## config.mk

```make
export PLATFORM = sky130hd
export DESIGN_NAME = wb_port_arbiter_flat
export DESIGN_NICKNAME = d
export VERILOG_FILES = /design/src/rtl/wb_pkg.sv /design/src/rtl/wb_port_arbiter_if.sv /design/src/rtl/wb_result_fifo.sv /design/src/rtl/wb_port_arbiter.sv /design/src/flat_wrapper.sv
export SDC_FILE = /design/constraint.sdc
export NUM_CORES = 1
export LEC_CHECK = 0
export ABC_AREA = 1
export CORE_MARGIN = 2
export CORE_UTILIZATION = 50
export CTS_CLUSTER_DIAMETER = 30
export DETAILED_ROUTE_END_ITERATION = 16
export GPL_TIMING_DRIVEN = 0
export PLACE_DENSITY_LB_ADDON = 0.08
export SYNTH_ARGS = -nofsm -noshare
export SYNTH_HDL_FRONTEND = slang
export SYNTH_SLANG_ARGS = --single-unit
```

## constraint.sdc

```tcl
create_clock -name clk -period 3.38 [get_ports clk]
set_clock_uncertainty 0.15 [all_clocks]
set_input_delay 0.507 -clock clk [delete_from_list [all_inputs] [get_ports clk]]
set_output_delay 0.507 -clock clk [all_outputs]
set_load 0.02 [all_outputs]
```

## src/rtl/wb_pkg.sv

```systemverilog
// ---------------------------------------------------------------------------
// wb_pkg
// Shared types for the register-file write-port arbiter:
//   DW_DEF / AW_DEF : default data / register-address widths
//   reg_addr_t      : register address at the default width
//   wb_entry_t      : long-latency result FIFO entry {rd, data}
// ---------------------------------------------------------------------------
package wb_pkg;

    localparam int unsigned DW_DEF = 32;
    localparam int unsigned AW_DEF = 5;

    typedef logic [AW_DEF-1:0] reg_addr_t;

    typedef struct packed {
        reg_addr_t           rd;
        logic [DW_DEF-1:0]   data;
    } wb_entry_t;

endpackage

```

## src/rtl/wb_port_arbiter_if.sv

```systemverilog
// ---------------------------------------------------------------------------
// wb_port_arbiter_if
// Bundles the writeback-side signals of the register-file write-port arbiter.
//   pipe_*    : MEM_WB writeback slot (data, destination, valid)
//   lu_*      : long-latency unit result handshake (valid/ready)
//   rf_*      : registered register-file write port
//   stall_req : registered request for MEM_WB bubbles
// Modports:
//   slave  : the arbiter (consumes pipe/lu, drives rf/stall/lu_ready)
//   master : the surrounding pipeline / environment
// ---------------------------------------------------------------------------
interface wb_port_arbiter_if
    import wb_pkg::*;
#(
    parameter int unsigned DW = DW_DEF,
    parameter int unsigned AW = AW_DEF
);

    logic [DW-1:0] pipe_data;
    logic [AW-1:0] pipe_rd;
    logic          pipe_valid;

    logic [DW-1:0] lu_data;
    logic [AW-1:0] lu_rd;
    logic          lu_valid;
    logic          lu_ready;

    logic          rf_we;
    logic [AW-1:0] rf_waddr;
    logic [DW-1:0] rf_wdata;
    logic          stall_req;

    modport slave (
        input  pipe_data, pipe_rd, pipe_valid,
        input  lu_data, lu_rd, lu_valid,
        output lu_ready,
        output rf_we, rf_waddr, rf_wdata, stall_req
    );

    modport master (
        output pipe_data, pipe_rd, pipe_valid,
        output lu_data, lu_rd, lu_valid,
        input  lu_ready,
        input  rf_we, rf_waddr, rf_wdata, stall_req
    );

endinterface

```

## src/rtl/wb_result_fifo.sv

```systemverilog
// ---------------------------------------------------------------------------
// wb_result_fifo
// DEPTH-entry synchronous FIFO holding long-latency results.
//   clk, rst   : clock, asynchronous active-low reset
//   push       : write push_entry at the tail (ignored when full)
//   push_entry : entry to write
//   pop        : consume the head (ignored when empty)
//   head       : current head entry (valid when count != 0)
//   count      : number of stored entries (registered)
// Full/empty come from count; pointers wrap naturally since DEPTH is a
// power of two.
// ---------------------------------------------------------------------------
module wb_result_fifo
    import wb_pkg::*;
#(
    parameter int unsigned DEPTH   = 2,
    parameter type         entry_t = wb_entry_t
) (
    input  logic                       clk,
    input  logic                       rst,
    input  logic                       push,
    input  entry_t                     push_entry,
    input  logic                       pop,
    output entry_t                     head,
    output logic [$clog2(DEPTH+1)-1:0] count
);

    localparam int unsigned PW = $clog2(DEPTH);
    localparam int unsigned CW = $clog2(DEPTH+1);

    entry_t          mem_q [DEPTH];
    entry_t          mem_d [DEPTH];
    logic [PW-1:0]   wr_ptr_q, wr_ptr_d;
    logic [PW-1:0]   rd_ptr_q, rd_ptr_d;
    logic [CW-1:0]   count_q,  count_d;
    logic            push_ok;
    logic            pop_ok;

    always_comb begin
        push_ok  = push && (count_q < CW'(DEPTH));
        pop_ok   = pop  && (count_q != '0);
        mem_d    = mem_q;
        wr_ptr_d = wr_ptr_q;
        rd_ptr_d = rd_ptr_q;
        if (push_ok) begin
            mem_d[wr_ptr_q] = push_entry;
            wr_ptr_d        = wr_ptr_q + PW'(1);
        end
        if (pop_ok) begin
            rd_ptr_d = rd_ptr_q + PW'(1);
        end
        count_d = count_q + CW'(push_ok) - CW'(pop_ok);
    end

    always_ff @(posedge clk or negedge rst) begin
        if (!rst) begin
            wr_ptr_q <= '0;
            rd_ptr_q <= '0;
            count_q  <= '0;
        end else begin
            wr_ptr_q <= wr_ptr_d;
            rd_ptr_q <= rd_ptr_d;
            count_q  <= count_d;
        end
    end

    // Storage needs no reset: contents are only observed through count.
    always_ff @(posedge clk) begin
        mem_q <= mem_d;
    end

    assign head  = mem_q[rd_ptr_q];
    assign count = count_q;

endmodule

```

## src/rtl/wb_port_arbiter.sv

```systemverilog
// ---------------------------------------------------------------------------
// wb_port_arbiter
// Shares the single register-file write port between the in-order pipeline
// writeback and a long-latency unit. Pipeline writes always win; queued
// long-latency results drain into idle slots (pipe_valid=0 or pipe_rd=0).
// A starvation counter raises stall_req after STARVE_MAX blocked cycles.
//   clk, rst : clock, asynchronous active-low reset
//   bus      : wb_port_arbiter_if.slave (pipe_*, lu_*, rf_*, stall_req)
// ---------------------------------------------------------------------------
module wb_port_arbiter
    import wb_pkg::*;
#(
    parameter int unsigned DW         = DW_DEF,
    parameter int unsigned AW         = AW_DEF,
    parameter int unsigned DEPTH      = 2,
    parameter int unsigned STARVE_MAX = 4
) (
    input  logic              clk,
    input  logic              rst,
    wb_port_arbiter_if.slave  bus
);

    localparam int unsigned CW = $clog2(DEPTH+1);
    localparam int unsigned WW = $clog2(STARVE_MAX+1);

    typedef struct packed {
        logic [AW-1:0] rd;
        logic [DW-1:0] data;
    } entry_t;

    entry_t          fifo_head;
    entry_t          lu_entry;
    logic [CW-1:0]   fifo_count;
    logic            fifo_empty;
    logic            fifo_pop;
    logic            lu_push;
    logic            lu_ready;
    logic            pipe_grant;

    logic            rf_we_q,     rf_we_d;
    logic [AW-1:0]   rf_waddr_q,  rf_waddr_d;
    logic [DW-1:0]   rf_wdata_q,  rf_wdata_d;
    logic            stall_req_q, stall_req_d;
    logic [WW-1:0]   wait_cnt_q,  wait_cnt_d;

    // lu_ready depends only on the registered FIFO count.
    assign lu_ready   = (fifo_count < CW'(DEPTH));
    assign fifo_empty = (fifo_count == '0);
    assign pipe_grant = bus.pipe_valid && (bus.pipe_rd != '0);
    assign fifo_pop   = !pipe_grant && !fifo_empty;
    assign lu_push    = bus.lu_valid && lu_ready;
    assign lu_entry   = '{rd: bus.lu_rd, data: bus.lu_data};

    wb_result_fifo #(
        .DEPTH   (DEPTH),
        .entry_t (entry_t)
    ) u_fifo (
        .clk        (clk),
        .rst        (rst),
        .push       (lu_push),
        .push_entry (lu_entry),
        .pop        (fifo_pop),
        .head       (fifo_head),
        .count      (fifo_count)
    );

    always_comb begin
        rf_we_d    = 1'b0;
        rf_waddr_d = rf_waddr_q;
        rf_wdata_d = rf_wdata_q;
        if (pipe_grant) begin
            rf_we_d    = 1'b1;
            rf_waddr_d = bus.pipe_rd;
            rf_wdata_d = bus.pipe_data;
        end else if (fifo_pop && (fifo_head.rd != '0)) begin
            rf_we_d    = 1'b1;
            rf_waddr_d = fifo_head.rd;
            rf_wdata_d = fifo_head.data;
        end

        // Counts consecutive cycles the FIFO head was present but not popped.
        if (fifo_empty || fifo_pop) begin
            wait_cnt_d = '0;
        end else if (wait_cnt_q < WW'(STARVE_MAX)) begin
            wait_cnt_d = wait_cnt_q + WW'(1);
        end else begin
            wait_cnt_d = wait_cnt_q;
        end
        stall_req_d = (wait_cnt_d == WW'(STARVE_MAX));
    end

    always_ff @(posedge clk or negedge rst) begin
        if (!rst) begin
            rf_we_q     <= 1'b0;
            rf_waddr_q  <= '0;
            rf_wdata_q  <= '0;
            stall_req_q <= 1'b0;
            wait_cnt_q  <= '0;
        end else begin
            rf_we_q     <= rf_we_d;
            rf_waddr_q  <= rf_waddr_d;
            rf_wdata_q  <= rf_wdata_d;
            stall_req_q <= stall_req_d;
            wait_cnt_q  <= wait_cnt_d;
        end
    end

    assign bus.lu_ready  = lu_ready;
    assign bus.rf_we     = rf_we_q;
    assign bus.rf_waddr  = rf_waddr_q;
    assign bus.rf_wdata  = rf_wdata_q;
    assign bus.stall_req = stall_req_q;

endmodule
```

## src/flat_wrapper.sv

```systemverilog
// flat-port wrapper written by rule: the top's interface ports become plain ports
module wb_port_arbiter_flat import wb_pkg::*;
#(
    parameter int unsigned DW         = DW_DEF,
    parameter int unsigned AW         = AW_DEF,
    parameter int unsigned DEPTH      = 2,
    parameter int unsigned STARVE_MAX = 4
)
  (clk, rst, bus_pipe_data, bus_pipe_rd, bus_pipe_valid, bus_lu_data, bus_lu_rd, bus_lu_valid, bus_lu_ready, bus_rf_we, bus_rf_waddr, bus_rf_wdata, bus_stall_req);
  wb_port_arbiter_if #(.DW(DW), .AW(AW)) bus_i ();
  input  logic clk;
  input  logic rst;
  input wire logic [$bits(bus_i.pipe_data)-1:0] bus_pipe_data;
  input wire logic [$bits(bus_i.pipe_rd)-1:0] bus_pipe_rd;
  input wire logic [$bits(bus_i.pipe_valid)-1:0] bus_pipe_valid;
  input wire logic [$bits(bus_i.lu_data)-1:0] bus_lu_data;
  input wire logic [$bits(bus_i.lu_rd)-1:0] bus_lu_rd;
  input wire logic [$bits(bus_i.lu_valid)-1:0] bus_lu_valid;
  output wire logic [$bits(bus_i.lu_ready)-1:0] bus_lu_ready;
  output wire logic [$bits(bus_i.rf_we)-1:0] bus_rf_we;
  output wire logic [$bits(bus_i.rf_waddr)-1:0] bus_rf_waddr;
  output wire logic [$bits(bus_i.rf_wdata)-1:0] bus_rf_wdata;
  output wire logic [$bits(bus_i.stall_req)-1:0] bus_stall_req;
  assign bus_i.pipe_data = bus_pipe_data;
  assign bus_i.pipe_rd = bus_pipe_rd;
  assign bus_i.pipe_valid = bus_pipe_valid;
  assign bus_i.lu_data = bus_lu_data;
  assign bus_i.lu_rd = bus_lu_rd;
  assign bus_i.lu_valid = bus_lu_valid;
  assign bus_lu_ready = bus_i.lu_ready;
  assign bus_rf_we = bus_i.rf_we;
  assign bus_rf_waddr = bus_i.rf_waddr;
  assign bus_rf_wdata = bus_i.rf_wdata;
  assign bus_stall_req = bus_i.stall_req;
  wb_port_arbiter #(.DW(DW), .AW(AW), .DEPTH(DEPTH), .STARVE_MAX(STARVE_MAX)) u_core (.clk(clk), .rst(rst), .bus(bus_i));
endmodule
```

==> out/qor.yml <==
worst_setup_path:
  worstPathArrival_ps: 2600
  cp-end-kind: "flop"
  crit_path_start_kind: "primary input"
  crit_path_top_delay_cell: "clkdlybuf4s50_1"
  cp_slowest_stage_delay_ps: 500
  crit_path_max_fanout: 10
  crit_chain: "clkdlybuf4s50_1 -> nor2_1 -> nand4_1 -> nand2_1 -> buf_2 -> nand2_1 -> inv_1 -> ha_1 -> inv_1 -> ha_1 -> xnor2_1 -> xor2_1"
  path_class: "in2reg"
  required_ps: 3650
power:
  seq_power_share_pct: 36.6
  leakage_nw: 3.174
  p_sw_share_pct: 33.63
  p_sw_mw: 2.009
  irDropWorstVdd_v: 0.0004737
  intPower_mw: 3.966
  combinationalPowerShare_pct: 35.4
  power_density_nw_per_um2: 850.6
  power_frac_clock_pct: 28.0
global_routing:
  grt_start_max_net_pins: 31
  grt_pass1_vias: 3853
  grt_usage_pct: 22.03
  antenna_found_initial: 0
  gr-total-overflow: 0
  grt_pass1_wl_um: 18690
cells_and_area:
  finish.utilization_pct: 71.86
  multiInputGateArea_sq_um: 1475
  drive_gt1_share_pct: 7.335
  syn2layout_area_growth_pct: 39.62
  diodes: 0
  fillers: 749
  finalNetCount: 736
  regArea_sq_um: 3373
place:
  io_buffers: 117
  dp_slack_ps: 522.7
  gp_congestion: 0.8010
  place_hpwl_um: 7744
clock_network:
  clockBufferDepth: 2
  cts_made_buffers: 17
  clock_latency_ps: 500
  numClockSinks: 120
  clockRootBuffer: "clkbuf_8"
  cts_tree: "done"
  cts_max_level: 4
  clkTransAtPathRegs_ps: 50
  ctsResizeCount: 0
timing:
  report.final.slew_viol_count: 0
  finalHoldViolations: 0
  finalSetupTns_ps: 0
  finalSetupViolCount: 0
  grt_setup_unrepaired: "false"
  layout_setup_ws_ps: 1057
  max_freq_mhz: 430.4
  fin_crit_ps: 2323
  worstMarginPinSlew_ps: 685.0
  finalCritPeriodShare_pct: 68.74
  slew_headroom_pct: 54.23
detailed_routing:
  drtIter0Drc: 217
  wire_per_inst_um: 14.24
  drtPass1Iterations: 7
  vias: 3868
  drc: 0
  viasPerCell: 4.829
  detail-route-antenna-nets: 0
  routed_wl_um: 11400
synthesis:
  syn_area_sq_um: 5031
  synth_top_area_cell: "edfxtp_1"
  ys_types: 21
  synth-async-reset-ratio_pct: 38.33
  synth_ff_type: "edfxtp_1"
  synth_top_area_share_pct: 44.17
  yosys_warnings: 0
  netlist_top_cells_area: "edfxtp_1 44%, dfrtp_1 23%, nand2_1 22%"
  seq_area_frac_synth_pct: 67.05
  syn_avg_cell_area_sq_um: 9.769
  syn_inst: 515
  synth-edff-count: 74
  ys_ff_latch: 120
  syn_nets: 596
run_status:
  outcome: "completed"
floorplanning:
  initial_utilization_pct: 51.47
  io_pins: 118
  rows: 36
  die_h_um: 104.3
  die_w_um: 104.3
  coreArea_sq_um: 9774
  dieArea_sq_um: 10880
min_path:
  hold_path_class: "in2async"
flow_run:
  maxCapViolCount: 0
## power by group through the flow
| stage | registers, mW | clock network, mW | logic (mW) |
|---|---|---|---|
| finish | 2.19 | 1.67 | 2.11 |
| global route | 2.23 | 1.75 | 2.34 |
| CTS | 2.19 | 1.69 | 2.13 |
| detailed placement | 2.21 | 0 | 2.12 |
| global placement | 2.21 | 0 | 2.02 |
| floorplan | 2.45 | 0 | 0.966 |
## registers in the layout, indices dropped and copies added (netlist names), 2 cells and up
name / flops
u_core.bus.rf_waddr: 5
u_core.bus.rf_wdata: 32
u_core.u_fifo.count: 2
u_core.u_fifo.mem_q: 74
u_core.wait_cnt_q: 3
## placed cells by master (no fill, tap or decap), types with 2 or more instances in the layout
master / Yosys / routed
buf_6: 6 / 6
clkdlybuf4s50_1: 0 / 116
inv_1: 9 / 9
ha_1: 3 / 3
clkbuf_8: 0 / 2
xor2_1: 4 / 4
clkbuf_16: 0 / 18
o21ai_0: 3 / 3
nor2_4: 0 / 2
buf_2: 5 / 6
buf_4: 2 / 2
inv_2: 2 / 2
clkbuf_1: 12 / 17
clkinv_2: 0 / 4
dfrtp_1: 46 / 46
buf_16: 0 / 2
nand3_1: 38 / 38
nor2_1: 9 / 7
edfxtp_1: 74 / 74
nand2_1: 295 / 295
## final cells by class
| class | count | share of cell area, % |
|---|---|---|
| flip-flops and latches | 120 | 48.02 |
| multi-input cells | 358 | 21.00 |
| repair buffers | 121 | 17.81 |
| clock buffers | 25 | 7.072 |
| well taps | 133 | 2.369 |
| plain buffers | 26 | 2.227 |
| clock inverters | 7 | 0.9084 |
| inverters | 11 | 0.5878 |
## per-stage QoR
stage / hold WS (ps) / std cells / instance area, sq um / total power, mW
after floorplan: 61.41 / 515 / 5031 / 3.415
after global placement: 318.6 / 765 / 6369 / 4.227
after detailed placement: 327.4 / 768 / 6454 / 4.326
after CTS: 333.2 / 801 / 7024 / 6.012
after global routing: 360.3 / 801 / 7024 / 6.316
final: 331.2 / 801 / 7024 / 5.975
## path summary, 6_finish.rpt
| kind | depth (start not counted) | end | start | slack [ps] |
|---|---|---|---|---|
| setup / recovery | 12 | u_core.u_fifo.count[1] | bus_pipe_rd[1] | 1060 |
| hold / removal | 2 | u_core.bus.rf_wdata[8] | rst | 330 |
| setup reg to reg | 4 | u_core.u_fifo.mem_q[21] | u_core.u_fifo.count[1] | 1420 |
| hold reg to reg | 2 | u_core.bus.rf_wdata[22] | u_core.bus.rf_wdata[22] | 350 |
| max in group asynchronous | 3 | u_core.bus.rf_wdata[21] | rst | 2230 |
| min in group clk | 2 | u_core.bus.rf_wdata[22] | u_core.bus.rf_wdata[22] | 350 |
## cell families after synthesis
logic type,synth area share (%)
compound gates,0.3977
xor+xnor,0.8704
fa+ha+maj,0.7462
buf+inv,3.929
flops,67.05
mux,0.1990
simple gates,26.81
## worst max-delay path, delay by kind of cell
kind / cells / cell delay [ps]
xor+xnor: 2 / 340
fa+ha+maj: 2 / 470
buf+inv: 4 / 860
simple gates: 4 / 420
## cell usage after synthesis, types with 2 or more instances
master / number
clkbuf_1: 12
dfrtp_1: 46
inv_1: 9
buf_6: 6
o21ai_0: 3
ha_1: 3
buf_4: 2
buf_2: 5
nor2_1: 9
inv_2: 2
nand2_1: 295
xor2_1: 4
nand3_1: 38
edfxtp_1: 74
## layer usage
| layer | track usage, % | vias to the layer above | routed length [um] |
|---|---|---|---|
| li1 | - | 1939 | - |
| met1 | 27.00 | 1771 | 4712 |
| met2 | 37.96 | 144 | 5779 |
| met3 | 5.388 | 14 | 766 |
| met4 | 7.819 | 0 | 144 |
| met5 | 0 | - | 0 |
## what timing repair did
item | in CTS | in global routing
endpoints found under the hold margin | 16 | 0
buffers inserted | 0 | 0
setup endpoints to repair | 0 | 0
hold buffers | 1 | 0
Power figures use the tool's default switching activity.
==> edit (same flow settings) <==
Make the reset (`rst`) synchronous in 2 clocked blocks. Comments in the files are not updated.
--- a/src/rtl/wb_result_fifo.sv
+++ b/src/rtl/wb_result_fifo.sv
@@ -52,7 +52,7 @@
         count_d = count_q + CW'(push_ok) - CW'(pop_ok);
     end
 
-    always_ff @(posedge clk or negedge rst) begin
+    always_ff @(posedge clk) begin
         if (!rst) begin
             wr_ptr_q <= '0;
             rd_ptr_q <= '0;
--- a/src/rtl/wb_port_arbiter.sv
+++ b/src/rtl/wb_port_arbiter.sv
@@ -89,7 +89,7 @@
         stall_req_d = (wait_cnt_d == WW'(STARVE_MAX));
     end
 
-    always_ff @(posedge clk or negedge rst) begin
+    always_ff @(posedge clk) begin
         if (!rst) begin
             rf_we_q     <= 1'b0;
             rf_waddr_q  <= '0;
Function: differs if rst is asserted again (counterexample within 4 cycles, from zero or initial values and one cycle with rst low); with rst held inactive, the same outputs for 10 cycles.
==> edit against the original RTL <==
Worst setup slack lost 170 ps. Die area grew 5.6%. Synthesized area grew 5.9%. Total power shrank 6.4%. Wire length grew 15%. Final area grew 3.9%. Sequential cell count is the same. Utilization shrank 1.2 points. Non-clock buffer count grew 12. Combinational power shrank 10%. Sequential share of layout area shrank 5.0 points. Count of clock-buffer cells in the layout shrank 8. Largest power group unchanged.
==> edit: results (changes against the original RTL) <==
** Min path
- The worst hold path belongs to the class in -> reg.

** Synth
- The distinct cell type count of the synthesized netlist is 22 (+4.8%).
- The synthesized area divided by synthesized cell count came to 8.60 µm² (-12%).
- Syn Nets :: 700 (+17%)
- The share of synthesized flip-flops with an asynchronous set or reset was 0% (-38 points).

** Pwr
- The worst supply voltage drop on vdd is 0.432 mV (-8.8%).
- Total leakage power :: 3.15 nW (-0.87%)
- Switching component of the power :: 1.88 mW (-6.2%)

** Routing
- The post-route met1 wirelength was 5.68 mm (+20%).
- The average wire length per cell after detail routing was 14.4 µm (+1.5%).
- Met3 routed WL :: 961 µm (+25%)
- The number of vias per cell came to 5.00 (+3.6%).
- Met2 wirelength from detailed routing :: 6.16 mm (+6.6%)

** Global routing
- First-pass GRT wire length :: 20.8 mm (+11%)
- GRT met1 Usage :: 31.1% (+4.1 points)
- The met3 usage in global routing was 5.17% (-0.22 points).
- The total global-route track usage was 23.6% (+1.6 points).
- The global-route track usage on met2 came to 38.1% (+0.11 points).
- Vias in the first global route :: 4337 (+13%)

** Placement
- The final weighted congestion in routability-driven placement came to 0.816 (+1.9%).
- The number of buffers inserted by port buffering is 116 (-0.85%).
- Detailed placement HPWL :: 9.30 mm (+20%)
- The number of placed instances, taps included is 873 (+14%).

** Status
- The run finished with clean final reports.

** Critical path
- The length in cells of the worst reg-to-reg path came to 10 (+6).
- The worst stage delay on the critical path came to 450 ps (-50 ps).

** Cells and area
- The fraction of final layout cells sized beyond drive strength 1 is 8.84% (+1.5 points).
- The filler cell count in the final layout was 788 (+5.2%).
[edit: changes by cell type after synthesis, sizes merged, moves of 36 or more]
cell / before / now
nand3: 38 / 76
nand2: 295 / 234
dfxtp: 0 / 46
inv: 11 / 51
dfrtp: 46 / 0
a21oi: 0 / 42
nor2: 9 / 45
[edit: final timing paths]
path | from | to | slack, ps
max | bus_pipe_rd[1] | u_core.u_fifo.count[1]$_SDFF_PN0_ | 890
min | rst | u_core.u_fifo.count[1]$_SDFF_PN0_ | 270
max reg2reg | u_core.u_fifo.count[1]$_SDFF_PN0_ | u_core.u_fifo.count[1]$_SDFF_PN0_ | 1470
min reg2reg | u_core.u_fifo.count[1]$_SDFF_PN0_ | u_core.u_fifo.count[1]$_SDFF_PN0_ | 330
[edit: area by class of cell]
cell class / count / area [µm²] / share of cell area, %
repair buffers: 118 / 1220 / 16.7
multi-input cells: 407 / 1770 / 24.3
plain buffers: 41 / 234 / 3.21
clock buffers: 17 / 414 / 5.68
clock inverters: 15 / 155 / 2.13
inverters: 51 / 191 / 2.62
flip-flops and latches: 120 / 3140 / 43.1
well taps: 136 / 170 / 2.33
[edit: kinds of logic after synthesis]
kind of cell | count (synthesis) | synth area share [%]
flip-flops | 120 | 59.0
AND/OR/NAND/NOR | 357 | 27.0
AO/OA/AOI/OAI | 45 | 4.93
adder cells (fa/ha/maj) | 3 | 0.705
buffers and inverters | 92 | 7.99
XOR/XNOR | 2 | 0.329
[edit: power groups by stage]
stage	Clock, mW	Sequential (mW)	Combinational (mW)
after floorplan	0	2.16	1.04
after global placement	0	2.03	1.81
after detailed placement	0	2.02	1.89
after CTS	1.71	1.99	1.90
after global routing	1.78	2.02	2.10
final	1.70	1.99	1.90
